File: src/rtl/sync_fifo.sv
// Single-clock FIFO with occupancy count, almost-full/almost-empty thresholds,
// sticky overflow/underflow flags and a selectable read mode:
//   FWFT = 0 : registered read, r_data updates the cycle after an accepted r_inc.
//   FWFT = 1 : first-word-fall-through, an output register presents the head
//              word whenever r_empty is low; r_inc pops it.
//
// Handshake: a write is accepted on a rising edge when w_inc is high and w_full
// (registered) is low; a read is accepted when r_inc is high and r_empty
// (registered) is low. Requests against a full/empty FIFO are dropped and set
// the matching sticky error flag. No output depends combinationally on w_inc
// or r_inc.
module sync_fifo #(
  parameter int DATA_WIDTH       = 8,
  parameter int ADDR_SIZE        = 4,
  parameter int ALMOST_FULL_BUF  = 1,
  parameter int ALMOST_EMPTY_BUF = 1,
  parameter bit FWFT             = 1'b0
) (
  input  logic                  clk,
  input  logic                  reset,
  input  logic                  w_inc,
  input  logic [DATA_WIDTH-1:0] w_data,
  output logic                  w_full,
  output logic                  w_almost_full,
  output logic                  w_overflow,
  input  logic                  r_inc,
  output logic                  r_empty,
  output logic                  r_almost_empty,
  output logic                  r_underflow,
  output logic [DATA_WIDTH-1:0] r_data,
  output logic [ADDR_SIZE:0]    count
);

  localparam int DEPTH = 1 << ADDR_SIZE;
  localparam logic [ADDR_SIZE:0] DEPTH_C = (ADDR_SIZE+1)'(DEPTH);
  localparam logic [ADDR_SIZE:0] AF_C    = (ADDR_SIZE+1)'(DEPTH - ALMOST_FULL_BUF);
  localparam logic [ADDR_SIZE:0] AE_C    = (ADDR_SIZE+1)'(ALMOST_EMPTY_BUF);

  logic [DATA_WIDTH-1:0] mem [DEPTH];
  logic [ADDR_SIZE:0]    wptr;
  logic [ADDR_SIZE:0]    rptr;
  logic [ADDR_SIZE:0]    mem_cnt;   // words still in the array (excludes the FWFT head)
  logic                  out_valid; // FWFT head register holds a word
  logic                  wr_acc;
  logic                  rd_acc;
  logic                  mem_rd;    // array word moves to r_data this edge

  // Status flags decoded purely from registered state.
  assign w_full         = (count == DEPTH_C);
  assign w_almost_full  = (count >= AF_C);
  assign r_almost_empty = (count <= AE_C);
  assign r_empty        = FWFT ? !out_valid : (count == '0);

  // Accept decisions and array-read strobe for the selected read mode.
  always_comb begin
    wr_acc  = w_inc && !w_full;
    rd_acc  = r_inc && !r_empty;
    mem_cnt = count;
    mem_rd  = rd_acc;
    if (FWFT) begin
      // The head register counts toward occupancy, so the array holds one less.
      mem_cnt = count - {{ADDR_SIZE{1'b0}}, out_valid};
      // Refill the head when it is empty or being popped, if a word is stored.
      mem_rd  = (mem_cnt != '0) && (!out_valid || rd_acc);
    end
  end

  // Storage array; contents are intentionally not cleared by reset.
  always_ff @(posedge clk) begin
    if (!reset && wr_acc) begin
      mem[wptr[ADDR_SIZE-1:0]] <= w_data;
    end
  end

  // Pointers, occupancy count and the read data / head register.
  always_ff @(posedge clk) begin
    if (reset) begin
      wptr      <= '0;
      rptr      <= '0;
      count     <= '0;
      out_valid <= 1'b0;
      r_data    <= '0;
    end else begin
      if (wr_acc) begin
        wptr <= wptr + 1'b1;
      end
      if (mem_rd) begin
        rptr   <= rptr + 1'b1;
        r_data <= mem[rptr[ADDR_SIZE-1:0]];
      end
      if (mem_rd) begin
        out_valid <= 1'b1;
      end else if (rd_acc) begin
        out_valid <= 1'b0;
      end
      case ({wr_acc, rd_acc})
        2'b10:   count <= count + 1'b1;
        2'b01:   count <= count - 1'b1;
        default: count <= count;
      endcase
    end
  end

  // Sticky error flags, cleared only by reset.
  always_ff @(posedge clk) begin
    if (reset) begin
      w_overflow  <= 1'b0;
      r_underflow <= 1'b0;
    end else begin
      if (w_inc && w_full) begin
        w_overflow <= 1'b1;
      end
      if (r_inc && r_empty) begin
        r_underflow <= 1'b1;
      end
    end
  end

endmodule
File: config.mk
export PLATFORM = sky130hd
export DESIGN_NAME = sync_fifo
export DESIGN_NICKNAME = d
export VERILOG_FILES = /design/src/rtl/sync_fifo.sv
export SDC_FILE = /design/constraint.sdc
export NUM_CORES = 1
export LEC_CHECK = 0
export CAP_MARGIN = 0
export CORE_MARGIN = 5
export CORE_UTILIZATION = 54
export CTS_BUF_LIST = sky130_fd_sc_hd__clkbuf_16
export DETAILED_ROUTE_END_ITERATION = 8
export GPL_TIMING_DRIVEN = 1
export PLACE_DENSITY = 0.8
export SLEW_MARGIN = 30
export SYNTH_ARGS = -nofsm -noshare
export SYNTH_HDL_FRONTEND = slang
export SYNTH_SLANG_ARGS = --single-unit
export TNS_END_PERCENT = 30
File: constraint.sdc
create_clock -name clk -period 2.46 [get_ports clk]
set_input_delay 0.369 -clock clk [delete_from_list [all_inputs] [get_ports clk]]
set_output_delay 0.369 -clock clk [all_outputs]
set_load 0.01 [all_outputs]
==> key figures <==
Drt
  • Via count: 3148
  • Drt wl/cell: 20.6 µm
  • Drt via density: 5.78
  • 1st-pass router iterations: 4
  • Post-route ant nets: 0
  • DRC Markers: 0
  • Final wirelength: 11.2 mm
  • Initial DRC Count: 303

Placed design
  • Dpl ws: 0.0594 ns
  • Dpl hpwl: 7.22 mm
  • Placed cell areas: 6650 µm²
  • RD Place Congestion: 0.831
  • Port bufs: 30

Timing
  • Worst slew pin tran: 0.534 ns
  • Final min period: 2.34 ns
  • Tcrit/Tclk final: 95.0%
  • Final worst slack: 0.123 ns
  • TNS Setup: 0 ns
  • Slew headroom: 64.3%
  • Count of final hold-check violations: 0
  • Final Setup Violations: 0
  • Final setup skew: 0.00387 ns
  • Max Slew Vio Count: 0
  • F_max: 0.428 GHz
  • RSZ-0062 raised after global routing: false

Yosys
  • Ys flop type: edfxtp_1
  • Post-synth ARST share: 0%
  • Synth cell types: 41
  • Avg Cell Area, Syn: 18.0 µm²
  • Syn_nets: 361
  • Synth top area cells: edfxtp_1 63%, mux4_2 12%, dfxtp_1 7.6%
  • Mapped cell area: 6090 µm²
  • Synthesized flop and latch total: 151
  • Sequential area share after synthesis: 70.7%
  • Synth top area share: 63.1%
  • Cell taking the most area after synthesis: edfxtp_1
  • Gate Count Post-Synth: 338
  • Warnings, synthesis: 0
  • EDFF count, synth: 128

Final layout
  • Share of cells above drive strength 1: 23.0%
  • Nets@finish: 416
  • # fillers: 728
  • Most frequent cells in the layout: 128 x edfxtp_1, 32 x mux4_2, 28 x clkdlybuf4s50_1
  • ANT cells: 0
  • Layout overhead on the synthesized area: 18.1%
  • Leading cell type in the layout, fill and taps excluded: edfxtp_1
  • Post-route cell area: 7190 µm²

Die
  • Core Footprint: 10900 µm²
  • DIE HEIGHT: 116 µm
  • Cell Rows: 38
  • # IOs: 31
  • Die area: 13500 µm²
  • Die X: 116 µm
  • Initial Util: 55.7%

Setup path
  • CP required: 2.09 ns
  • Critical Path AT: 1.97 ns
  • Setup Crit Path Kind: reg -> out
  • Crit end category: primary output
  • Critical path launch point type: flop
  • Crit-path max FO: 6

CTS
  • CTS Buf Count: 17
  • TritonCTS clock tree: yes
  • Clock Latency Late Sink: 0.42 ns
  • CTS max path bufs: 2
  • Reg clk slew, reported paths: 0.06 ns
  • Post-CTS Setup Inserts: 0
  • CTS Sinks: 151
  • H-tree lvl count: 4
  • CTS hold repair buffers: 0
  • Root Buffer: clkbuf_16

Global routing
  • Pin count of the biggest net entering global routing: 36
  • Vias in the first global route: 3312
  • Gr usage total: 18.3%
  • Final global-route overflow total: 0
  • Initial antenna violation count: 0
  • First-pass GRT wire length: 17.7 mm

Power and ir drop
  • Pleak: 2.39 nW
  • PD cells: 951 nW/µm²
  • Peak supply drop: 625 µV

Outcome
  • Status: complete, no violations

Flow run
  • Number of max-cap violations: 0

Min path
  • Min-delay worst type: reg -> reg
-- worst max-delay path, stage by stage, from the launching register on --
cell and delay [ns]:
dfxtp_1 0.35, inv_1 0.10, ha_1 0.16, nand4bb_1 0.19
inv_1 0.20, clkdlybuf4s50_1 0.56
-- Yosys cell counts, types with 3 or more instances --
cell type,count
dfxtp_1,23
a21oi_1,8
ha_1,11
mux4_2,32
nand3b_1,8
inv_1,8
nand3_1,5
mux2i_1,17
xor2_1,5
buf_4,3
clkbuf_1,8
xnor2_1,4
nand2_1,10
nor2_1,24
buf_2,4
o221ai_1,7
nand2b_1,3
edfxtp_1,128
nor3_1,5
-- per-stage QoR --
step | std cells | power [mW] | utilization (%) | hold WS [ns]
2_1_floorplan | 338 | 4.08 | - | 0.468
3_3_place_gp | 514 | 4.52 | 60.8 | 0.448
3_5_place_dp | 514 | 4.56 | 60.8 | 0.464
4_1_cts | 545 | 6.90 | 65.7 | 0.481
5_1_grt | 545 | 7.13 | 65.7 | 0.541
6_report | 545 | 6.83 | 65.7 | 0.485
-- registers in the layout, indices dropped and copies added, names as in the netlist --
| register | cells |
|---|---|
| wptr | 4 |
| w_overflow | 1 |
| r_data | 8 |
| rptr | 4 |
| r_underflow | 1 |
| count | 5 |
| mem | 128 |
-- logic make-up after synthesis --
kind of cell | synth area share (%)
flops | 70.7
simple gates | 6.39
mux | 14.6
buf+inv | 2.34
compound gates | 2.36
fa+ha+maj | 2.26
xor+xnor | 1.29
-- final cells by class --
| class | count | area [µm²] | area share, % |
|---|---|---|---|
| clock buffers | 17 | 425 | 5.92 |
| clock inverters | 14 | 113 | 1.57 |
| inverters | 9 | 38.8 | 0.540 |
| multi-input cells | 159 | 1640 | 22.8 |
| flip-flops and latches | 151 | 4310 | 59.9 |
| well taps | 140 | 175 | 2.44 |
| repair buffers | 55 | 489 | 6.81 |
-- worst paths after layout --
check / startpoint / to / slack, ns / cells after the start
worst max register to register: count[1]$_SDFFE_PP0P_ / count[3]$_SDFFE_PP0P_ / 0.14 / 10
worst max-delay path: count[1]$_SDFFE_PP0P_ / w_full / 0.12 / 5
worst min-delay path: r_underflow$_SDFFE_PP0P_ / r_underflow$_SDFFE_PP0P_ / 0.48 / 2
worst min register to register: r_underflow$_SDFFE_PP0P_ / r_underflow$_SDFFE_PP0P_ / 0.48 / 2
-- layer usage --
| layer | vias up | part of all wire, % | track usage (%) |
|---|---|---|---|
| li1 | 1444 | - | - |
| met1 | 1591 | 42 | 23.7 |
| met2 | 88 | 51 | 30.0 |
| met3 | 25 | 5.8 | 4.92 |
| met4 | 0 | 1.8 | 7.19 |
| met5 | - | 0 | 0 |
-- power breakdown --
| group | total, mW | leakage (nW) | internal [mW] | switching, mW |
|---|---|---|---|---|
| sequential | 2.98 | 1.34 | 2.89 | 0.0921 |
| combinational | 1.50 | 0.782 | 0.784 | 0.714 |
| clock | 2.35 | 0.267 | 1.37 | 0.979 |
| total | 6.83 | 2.39 | 5.05 | 1.79 |
-- what timing repair did --
action / 4_1_cts / 5_1_grt
gates cloned: 0 / 0
resized for setup: 1 / 1
endpoints found under the setup margin: 1 / 1
Note: power is estimated with default switching activity, not from simulation.
